$ cat src/rtl/fir_stream_driver.sv
// fir_stream_driver: buffers upstream samples in a small FIFO and feeds them one at a time to a FIR controller, forwarding each result downstream
module fir_stream_driver #(
    parameter int DATA_W     = 16,
    parameter int OUT_W      = 38,
    parameter int FIFO_DEPTH = 4,
    parameter int TIMEOUT    = 100
) (
    input  logic              clk,
    input  logic              rst,
    input  logic              s_valid,
    output logic              s_ready,
    input  logic [DATA_W-1:0] s_data,
    output logic              fir_in_valid,
    output logic [DATA_W-1:0] fir_in_data,
    input  logic              fir_out_valid,
    input  logic [OUT_W-1:0]  fir_out_data,
    output logic              m_valid,
    input  logic              m_ready,
    output logic [OUT_W-1:0]  m_data,
    output logic              busy,
    output logic              timeout_err
);
    localparam int AW = $clog2(FIFO_DEPTH);
    localparam int CW = (TIMEOUT > 1) ? $clog2(TIMEOUT) : 1;
    localparam logic [AW:0] FULL = FIFO_DEPTH[AW:0];
    localparam logic [CW-1:0] LAST = CW'(TIMEOUT - 1);

    typedef enum logic [1:0] {IDLE, ISSUE, WAIT} state_t;

    state_t state, state_nxt;
    logic [DATA_W-1:0] mem [FIFO_DEPTH];
    logic [AW-1:0] wr_ptr, rd_ptr;
    logic [AW:0] count;
    logic [CW-1:0] wait_cnt;
    logic push, pop, issue, capture, expire;

    assign s_ready = (count != FULL);
    assign push    = s_valid && s_ready;
    assign pop     = (state == ISSUE);
    assign issue   = (state == IDLE) && (state_nxt == ISSUE);
    assign capture = (state == WAIT) && fir_out_valid;
    assign expire  = (state == WAIT) && !fir_out_valid && (wait_cnt == LAST);

    // State register
    always_ff @(posedge clk or posedge rst) begin
        if (rst) state <= IDLE;
        else     state <= state_nxt;
    end

    // Next state: issue only when the output slot is free or being freed, so a result can always be captured
    always_comb begin
        state_nxt = state;
        case (state)
            IDLE:    if (count != '0 && (!m_valid || m_ready)) state_nxt = ISSUE;
            ISSUE:   state_nxt = WAIT;
            WAIT:    if (fir_out_valid || wait_cnt == LAST) state_nxt = IDLE;
            default: state_nxt = IDLE;
        endcase
    end

    // Strobe outputs decoded from the current state
    always_comb begin
        fir_in_valid = (state == ISSUE);
        busy         = (state == WAIT);
    end

    // Sample storage; contents need no reset because count gates every read
    always_ff @(posedge clk) begin
        if (push) mem[wr_ptr] <= s_data;
    end

    // FIFO bookkeeping, issued sample, result register, wait counter and sticky timeout flag
    always_ff @(posedge clk or posedge rst) begin
        if (rst) begin
            wr_ptr      <= '0;
            rd_ptr      <= '0;
            count       <= '0;
            fir_in_data <= '0;
            m_valid     <= 1'b0;
            m_data      <= '0;
            wait_cnt    <= '0;
            timeout_err <= 1'b0;
        end else begin
            if (push) wr_ptr <= wr_ptr + AW'(1);
            if (pop) rd_ptr <= rd_ptr + AW'(1);
            count <= count + {{AW{1'b0}}, push} - {{AW{1'b0}}, pop};
            if (issue) fir_in_data <= mem[rd_ptr];
            if (capture) begin
                m_valid <= 1'b1;
                m_data  <= fir_out_data;
            end else if (m_ready) begin
                m_valid <= 1'b0;
            end
            wait_cnt <= (state == WAIT && state_nxt == WAIT) ? wait_cnt + CW'(1) : '0;
            if (expire) timeout_err <= 1'b1;
        end
    end
endmodule

$ cat config.mk
export PLATFORM = sky130hd
export DESIGN_NAME = fir_stream_driver
export DESIGN_NICKNAME = d
export VERILOG_FILES = /design/src/rtl/fir_stream_driver.sv
export SDC_FILE = /design/constraint.sdc
export NUM_CORES = 1
export LEC_CHECK = 0
export CORE_UTILIZATION = 40
export DETAILED_ROUTE_END_ITERATION = 8
export GPL_TIMING_DRIVEN = 0
export MAX_ROUTING_LAYER = met4
export PLACE_DENSITY = 0.66
export RECOVER_POWER = 50
export SETUP_SLACK_MARGIN = 0.1
export SLEW_MARGIN = 10
export SYNTH_ARGS = -nofsm -noshare
export SYNTH_HDL_FRONTEND = slang
export SYNTH_SLANG_ARGS = --single-unit
$ cat constraint.sdc
create_clock -name clk -period 3 [get_ports clk]
set_input_delay 0.75 -clock clk [delete_from_list [all_inputs] [get_ports clk]]
set_output_delay 0.75 -clock clk [all_outputs]
set_load 0.02 [all_outputs]
* Yosys cells after proc, flatten, opt, wreduce, memory -nomap -nowiden *
Memories as Yosys holds them, arrays and structs flattened. A register that Yosys moved wholly into a read port is not among the register bits.
Cells that the tools add are included.

word-level totals
  flip-flop bits (word level) = 56
  bits in latches = 0
  bits in writable memories = 64
  ROM bits = 0
  input bits = 59
  logic and storage cells = 42
  memories kept = 1

memory list
  memory  words  width  rd ports  clocked after Yosys merged registers in  write ports  RTL line  text
  mem     4      16     1         1                                        1            31        logic [DATA_W-1:0] mem [FIFO_DEPTH];

operators by class
  add/subtract/negate cells = 5
  multiply operators = 0
  divide/modulo/power cells = 0
  magnitude comparators = 0
  equal/unequal tests = 6
  shifts and indexed selects = 0
  multiplexer cells = 8
  bitwise logic cells = 0
  reduce and logical (&&, ||, !) cells = 14

operators with widths
  kind                                                                   number
  7-bit by 1-bit adder with 7-bit output, second input constant          1
  7-bit equality test, second input constant                             1
  1-bit logical AND                                                      7
  7-bit 2-to-1 mux                                                       1
  2-bit one-hot mux with 3 select lines                                  1
  2-bit by 1-bit adder with 2-bit output, second input constant          2
  2-bit by 1-bit equality test with 1-bit output, second input constant  2
  2-bit equality test, second input constant                             2
  1-bit 2-to-1 mux                                                       4
  2-bit 2-to-1 mux                                                       2
  3-bit by 1-bit adder with 3-bit output                                 1
  3-bit inequality test, second input constant                           1
  3-bit nonzero test                                                     1
  3-bit by 1-bit subtractor with 3-bit output                            1
  1-bit zero test                                                        2
  2-bit zero test                                                        1
  1-bit logical OR                                                       2
  2-bit nonzero test                                                     1

* Depth between registers and ports, before layout *
Gate-level depths: netlist of run 1.

  depth after elaboration = 8
  depth in mapped cells = 9

* Least setup slack after synthesis of run 1 *
No wires, ideal clock.

  path kind = reg2reg
  from = reg count[0]
  to = reg count[2]
  library setup time = 123 ps
  arrival time = 2118 ps
  required time = 2877 ps
  slack = 760 ps
  cell stages (with the launch flop) = 10
  clock period less this slack = 2240 ps
  path through = dfrtp_1 -> or3b_1 -> and2_1 -> inv_1 -> ha_1 -> inv_1 -> ha_1 -> fa_1 -> xnor2_1 -> xnor2_1

between the ends
  longest elaborated chain between the ends = 4

ends and longest elaborated chain
  element                                      RTL line  text
  start: declaration                           33        logic [AW:0] count;
  start signal: assignment                     86        count <= count + {{AW{1'b0}}, push} - {{AW{1'b0}}, pop};
  3-bit inequality test                        37        assign s_ready = (count != FULL);
  via s_ready                                  11        output logic s_ready,
  1-bit logical AND                            38        assign push = s_valid && s_ready;
  3-bit by 1-bit adder with 3-bit output       86
  3-bit by 1-bit subtractor with 3-bit output  86

The timed path passes the listed nets, and every way through them passes these cells.
A chain may end at the register's enable or synchronous reset.

* Final worst setup path of run 1 *
  from = reg count[0]
  to = out s_ready

between the ends
  longest elaborated chain between the ends = 1

ends and longest elaborated chain
  element                RTL line
  3-bit inequality test  37
  end: declaration       11

Every way passes these cells.

==> results of run 1 <==
## critical path, delay by kind of cell (launching register included)
kind	cells	cell delay, ns
AND/OR/NAND/NOR	1	0.46
flip-flops	1	0.40
buffers and inverters	1	0.57
## final timing paths
| check | start | endpoint | slack [ns] | depth (start not counted) |
|---|---|---|---|---|
| min reg2reg | wait_cnt[0] | wait_cnt[0] | 0.46 | 1 |
| max | count[0] | s_ready | 0.41 | 2 |
| max in group asynchronous | rst | m_data[7] | 1.27 | 3 |
| max reg2reg | rd_ptr[0] | fir_in_data[6] | 0.69 | 4 |
| min | wait_cnt[0] | wait_cnt[0] | 0.46 | 1 |
| min in group asynchronous | rst | m_data[31] | 1.00 | 2 |
## state kept, by name, summed over array words and instances, names as in the netlist
register	count
m_data	38
mem	64
timeout_err	1
fir_in_data	16
m_valid	1
rd_ptr	2
wait_cnt	7
state	2
wr_ptr	2
count	3
## cells in the mapped netlist (4+ instances only)
master    number
mux2_2        44
buf_2          6
and3_1         4
inv_1         10
edfxtp_1      64
nor2_1         5
mux2_4         9
dfrtp_1       72
ha_1           7
xnor2_1        6
nand2_1        6
mux4_2        16
## per-stage QoR
| stage | hold WS (ns) | setup WS (ns) | power [W] | area (um2) |
|---|---|---|---|---|
| after floorplan | 0.433 | 0.425 | 0.00476 | 5240 |
| after global placement | 0.441 | -0.907 | 0.00593 | 6630 |
| after detailed placement | 0.455 | 0.202 | 0.00600 | 6660 |
| after CTS | 0.462 | 0.388 | 0.00797 | 7210 |
| after global routing | 0.486 | 0.350 | 0.00826 | 7200 |
| final | 0.456 | 0.412 | 0.00784 | 7200 |
## power by group through the flow
stage | sequential (W) | combinational [W] | clock [W]
final | 0.00289 | 0.00301 | 0.00194
after global routing | 0.00295 | 0.00324 | 0.00207
after CTS | 0.00290 | 0.00309 | 0.00198
after detailed placement | 0.00293 | 0.00308 | 0
after global placement | 0.00289 | 0.00303 | 0
after floorplan | 0.00335 | 0.00141 | 0
## cell type report
type                            instances  area, um2
Inverter                               10       38.8
Timing Repair Buffer                  118       1200
Clock inverter                         12        108
Multi-Input combinational cell        123       1400
Sequential cell                       136       3720
Buffer                                 10       65.1
Clock buffer                           20        447
Fill cell                            1068       5520
Tap cell                              172        215
## cell families (layout without fill, tap and decap cells)
| kind of cell | Yosys count | after routing | share of synthesized area (%) |
|---|---|---|---|
| DFF | 136 | 136 | 71.0 |
| and+or+nand+nor | 30 | 30 | 3.34 |
| xor gates and xnor gates | 8 | 8 | 1.34 |
| buffers and inverters | 20 | 170 | 2.10 |
| adders and majority gates | 8 | 8 | 2.05 |
| AOI/OAI and AO/OA | 6 | 6 | 0.835 |
| muxes | 71 | 71 | 19.3 |
## layer usage
| metal | wire (um) | up-vias |
|---|---|---|
| met5 | 0 | - |
| met2 | 4600 | 115 |
| met4 | 176 | 0 |
| li1 | - | 1318 |
| met1 | 4270 | 1419 |
| met3 | 752 | 16 |
==> summary by stage, run 1 <==
Run status
The flow ran to the end, and the final reports show no timing, DRC or antenna violations.

Floorplan
The core outline area is 12700 um2. The initialized floorplan defines 41 standard-cell rows. In this run the vertical extent of the chip is roughly 120 um. The initial cell density of the core is 41.2%. The horizontal die dimension is ~120 um. The boundary pin count is between 100 and 150. The area of the die is between 10000 and 15000 um2.

Yosys
The most used flip-flop cell after synthesis is dfrtp_1. Of the post-synthesis cell area, the dominant cell type holds a little over a third. Yosys printed 0 warnings.

Counting flops with an async set or reset pin after synthesis yields a share of 52.9%. The part of the Yosys area used for sequential elements is 71.0%. After technology mapping, the gate count stands at ~280. The count of cell types in the netlist is 35. The number of nets produced by synthesis is 346. In this run the cell area of the synthesized design comes to around 5200 um2. Yosys mapped a number of flops with a built-in enable equal to 64. By area the synthesized netlist is led by edfxtp_1 (37%), dfrtp_1 (34%), mux2_2 (9.4%), mux4_2 (6.9%), mux2_4 (2.6%). Of all cell types, the one taking the most synthesized area is edfxtp_1. The number of synthesized register bits is between 100 and 150. The post-synthesis area per instance is 18.8 um2.

STA
The final critical-path share of the clock period is between 80% and 90%. Between clock sinks in the finished design, the worst skew comes to 0.00581 ns. The final critical-path required period is about 2.6 ns. The highest attainable clock frequency is slightly below 400 MHz. The normalized max-slew margin is between 10 and 15%. The max-slew violation total from the final report came to 0. The final count of hold timing violations is 0. For the pin with the worst max-slew slack, the measured transition is between 1 and 1.5 ns. The final total negative setup slack is 0 ns.

Setup violations remaining at the end of the flow were counted as 0. Setup repair after global routing left no endpoint under its margin.

Placed design
The number of placed instances, taps included is 569. The half-perimeter wire length after placement is about 6500 um. Input and output buffers added on the ports amount to around 120.

The final RePlAce weighted congestion is 0.662.

Global route
Across every metal layer, demand over resource in global routing totals 16.1%. The global-route wire length before repair is 15200 um. The global-route track usage on met3 is under 10%. The largest net degree at the start of global routing is 51.

The global routing stage identified its most utilized layer as met2. The met1 track demand over resource in global routing is a little under a fifth. The final global-route overflow total is 0. The initial antenna violation count is 0. The fraction of met2 tracks used by global routing is approximately 26%.

The number of global-route vias before repair is ~3.0k.

Setup path
Traced cell by cell, the critical path runs through or3b_1, clkdlybuf4s50_1. The kind of launch point of the worst setup path is a register. The worst setup path is of the reg2out kind. Data on the critical path arrives at its endpoint at 1.84 ns. The largest individual stage delay along the critical path comes from the cell clkdlybuf4s50_1.

For the worst setup path, the data required time is ~2.3 ns. The worst setup path is captured at an output pin. For this run, the slowest stage of the critical path takes between 0.5 and 0.6 ns. The maximum fanout encountered on the critical timing path is 6.

CTS
Clock latency on the worst-skew pair, taken at its later pin, is between 0.4 and 0.5 ns. The longest clock path from root to sink contains 2 buffers. The number of clock buffers added by TritonCTS is 17. The sink count of the clock tree is approximately 140.

The clock tree from TritonCTS is done. After clock tree synthesis, the clock-pin slew on the worst setup and hold paths is 0.05 ns. The post-cts repair resize count is 0.

The post-CTS setup buffer count is 0. The cell at the root of the clock tree is clkbuf_16. The total of hold buffers inserted after clock tree synthesis is 0. The depth of the CTS H-tree is 4.

Power and ir drop
The static leakage is between 2 and 3 nW. The net switching power is about 0.0024 W. The share of power burned in the clock network is between 20% and 30%. The worst IR drop on VDD is between 0.5 and 0.6 mV. The switching share of power is a little under a third. The share of total power dissipated in sequential elements is 36.9%. The internal power component is approximately 0.0055 W. The combinational fraction of design power is 38.4%. Power spread over the standard cell area amounts to around 1100 nW/um2.

Finish
Leaving out fill and tap cells, the most frequent cell in the layout is clkdlybuf4s50_1. The number of standard cells in the layout, taps in and fillers out is around 600. In the final design database the tool counted slightly below 500 nets.

Of the cells placed in the final design, the portion with a size suffix greater than 1 is 24.0%. For this run, the share of the core covered by cells in the final layout is 56.6%. Leaving out fill and tap cells, the most frequent cells in the layout are clkdlybuf4s50_1 (98), dfrtp_1 (72), edfxtp_1 (64), mux2_2 (44), dlygate4sd3_1 (19). The number of antenna diodes is 0.

The area growth from synthesis to layout is 37.3%.

Flow run
Across the run, the number of max-cap violations was 0.

Route
The detailed router placed around 2.9k vias in this run. The post-route DRC violation count is 0. The total wirelength of the detailed-routed design is ~10000 um. After detailed routing, the number of vias per cell comes to approximately 4.8. In this run the remaining antenna-violating nets after routing total 0. The first routing iteration left 118 violations.

The number of search-and-repair iterations in the first detailed-routing pass is 4. The routed wirelength normalized by instance count is about 16 um.

Worst hold path
The kind of path behind the tightest hold check is reg2reg.
Power figures use the tool's default switching activity.
==> run 2, diff against run 1 <==
Settings changed: PLACE_DENSITY 0.66 to 0.75.
==> summary by stage, run 2 (same netlist as run 1, synthesis figures left out) <==
Run status
The flow ran to the end, and the final reports show no timing, DRC or antenna violations.

CTS
Buffers inserted to repair hold after CTS numbered 0. The post-CTS setup buffer count is 0. The worst-skew pair later-pin latency is just over 0.4 ns.

The cell at the root of the clock tree is clkbuf_16. Counting along the longest clock path gives a buffer depth of 2. The post-cts repair resize count is 0.

The sink count of the clock tree is between 100 and 150. The clock tree from TritonCTS is done. The clock transition time at the flip-flop clock pins of the worst setup and hold paths is approximately 0.050 ns. In this run the number of H-tree levels came out at 4. TritonCTS created 17 clock buffers.

Route
The post-detailed-route via-to-cell ratio is ~4.8. The number of search-and-repair iterations in the first detailed-routing pass is 4. Across all layers, the routed design uses 2870 vias. The total wirelength of the detailed-routed design is roughly 9700 um.

The detail route stage leaves a number of antenna-violating nets equal to 0. For this run, design rule violations remaining after detail routing come to 0. The routed wirelength normalized by instance count is around 16 um. In this run, the number of DRC markers left after iteration 0 of detailed routing was 129.

Setup path
The critical path crosses 2 cells after its start point. The highest-delay cell along the critical path is clkdlybuf4s50_1. The timing endpoint of the critical path is s_ready. STA classifies the critical path endpoint as an output pin. The critical path class is reg2out. The kind of launch point of the worst setup path is a register. Counting cells, the worst reg-to-reg path comes to 9. Data on the critical path is required at its endpoint by between 2 and 2.5 ns. The number of buffers and inverters on the critical path is 1. The critical path goes through or3b_1, clkdlybuf4s50_1. The origin of the worst setup path is count[0]. In this design, the stage delay of the slowest critical-path cell is between 0.5 and 0.6 ns. The largest delay contributor family on the critical path is buffers and inverters.

The capture instance of the worst register-to-register path is count[2]. The worst register-to-register path begins at count[0]. STA puts the critical path data arrival time at approximately 1.9 ns.

The setup check on the worst reg-to-reg path leaves a slack of between 0.7 and 0.8 ns. In this run the worst path has a maximum fanout of 6.

Power and ir drop
For this design the ratio of total power to cell area is between 1000 and 1500 nW/um2. The worst IR drop on VDD is 0.518 mV. The static leakage is 2.83 nW.

Floorplan
The area of the die is approximately 14000 um2. In this run the core area contains between 40 and 50 standard-cell rows. The core outline area is approximately 13000 um2. In this run the horizontal extent of the chip is about 120 um. The boundary pin count is about 120. The die extent in y is ~120 um. For this configuration, the core starts out at a cell density of between 40% and 50%.

Worst hold path
The kind of path behind the tightest hold check is reg2reg. The worst hold path begins at wait_cnt[0].

Global route
The number of global-route vias before repair is approximately 3k. Entering global routing, the biggest net connects 60 pins. The first global-routing pass estimated 15300 um of wire. The initial antenna violation count was 0. The overall global routing resource usage is between 10% and 20%. For this run the aggregate overflow at the end of global routing stands at 0.

STA
Counting I/O delays and the setup requirement, the final critical path takes between 2 and 3 ns. The tightest hold path in the finished design has a slack of between 0.4 and 0.5 ns. Of the available clock period, the critical path in the final layout requires 86.6%. On the final layout, the worst clock skew is 0.00786 ns.

The highest attainable clock frequency is about 380 MHz. The final count of hold timing violations was 0. For the pin with the worst max-slew slack, the measured transition is around 1.2 ns. The normalized max-slew margin is 20.4%. Setup repair after global routing left no endpoint under its margin. The number of endpoints failing setup at the final stage is 0. The max-slew violation total from the final report is 0.

Finish
The largest registers in the layout are mem x64, m_data x38, fir_in_data x16. 0 antenna diodes ended up in the layout. The leading cell type in the layout, fill and taps excluded is clkdlybuf4s50_1. In the final layout, the multi-input gates occupy 1400 um2.

After filler insertion, the fill cell instance count of the layout stands at around 1.0k. The register with the most flip-flops in the final layout is mem. The final layout contains a little under 500 nets. Cells with a size suffix above 1 make up approximately a quarter of the layout. The register with the most flip-flops in the layout has 64 of them. From synthesis to final layout, the design area changed by 38.1%. Leaving out fill and tap cells, the most frequent cells in the layout are clkdlybuf4s50_1 (99), dfrtp_1 (72), edfxtp_1 (64), mux2_2 (44), dlygate4sd3_1 (18). The combined flip-flop and latch cell area is roughly 3700 um2. Excluding fillers, the count of instances in the completed layout stands at 601.

Placed design
The final RePlAce weighted congestion is roughly 0.64. Including well taps, the total number of placed cells is 569. The number of buffers added on ports is about 120. Detailed placement finished with a half-perimeter wire length of approximately 6600 um.

Flow run
The tool flagged a number of max-cap violations equal to 0.
==> run 2: routing by layer <==
| metal | wire length [um] | GRT usage, % |
|---|---|---|
| met1 | 4230 | 19.0 |
| met2 | 4760 | 26.1 |
| met3 | 586 | 4.26 |
| met4 | 153 | 7.44 |
| met5 | 0 | - |
==> run 2: worst min-delay path by stage <==
stage                   to  slack, ns  cells after the start
4_1_cts        wait_cnt[0]       0.47                      1
3_3_place_gp   timeout_err       0.44                      1
5_1_grt        wait_cnt[0]       0.49                      1
6_report       wait_cnt[0]       0.46                      1
2_1_floorplan  wait_cnt[0]       0.43                      1
3_5_place_dp   wait_cnt[0]       0.46                      1
==> run 2: worst register-to-register path, cell delays in order (launching register included) <==
cell	delay (ns)
dfrtp_1	0.40
or3b_1	0.46
and2_0	0.25
inv_1	0.07
ha_1	0.11
inv_1	0.04
ha_1	0.18
fa_1	0.38
xnor2_1	0.18
xnor2_1	0.14
==> run 2: cell type report <==
cell class                      instances  area share, %
Buffer                                 10          0.933
Clock buffer                           22           6.13
Clock inverter                         10           2.11
Inverter                               10          0.535
Multi-Input combinational cell        123           19.4
Sequential cell                       136           51.4
Tap cell                              172           2.97
Timing Repair Buffer                  118           16.5
==> run 2: per-stage QoR <==
stage                     instance area (um2)  power [W]  utilization (%)  setup TNS, ns  setup WS, ns
final                                    7240    0.00801             56.9              0         0.402
after global routing                     7240    0.00846             56.9              0         0.349
after CTS                                7260    0.00814             57.0              0         0.367
after detailed placement                 6660    0.00602             52.4              0         0.183
after global placement                   6630    0.00590             52.1         -61.48        -0.859
after floorplan                          5240    0.00476                -              0         0.425
==> run 2: power breakdown <==
group	switching, W	internal, W	total (W)	leakage, nW
Sequential	0.000276	0.00262	0.00289	1.45
Clock	0.000725	0.00138	0.00211	0.283
Combinational	0.00137	0.00165	0.00301	1.09
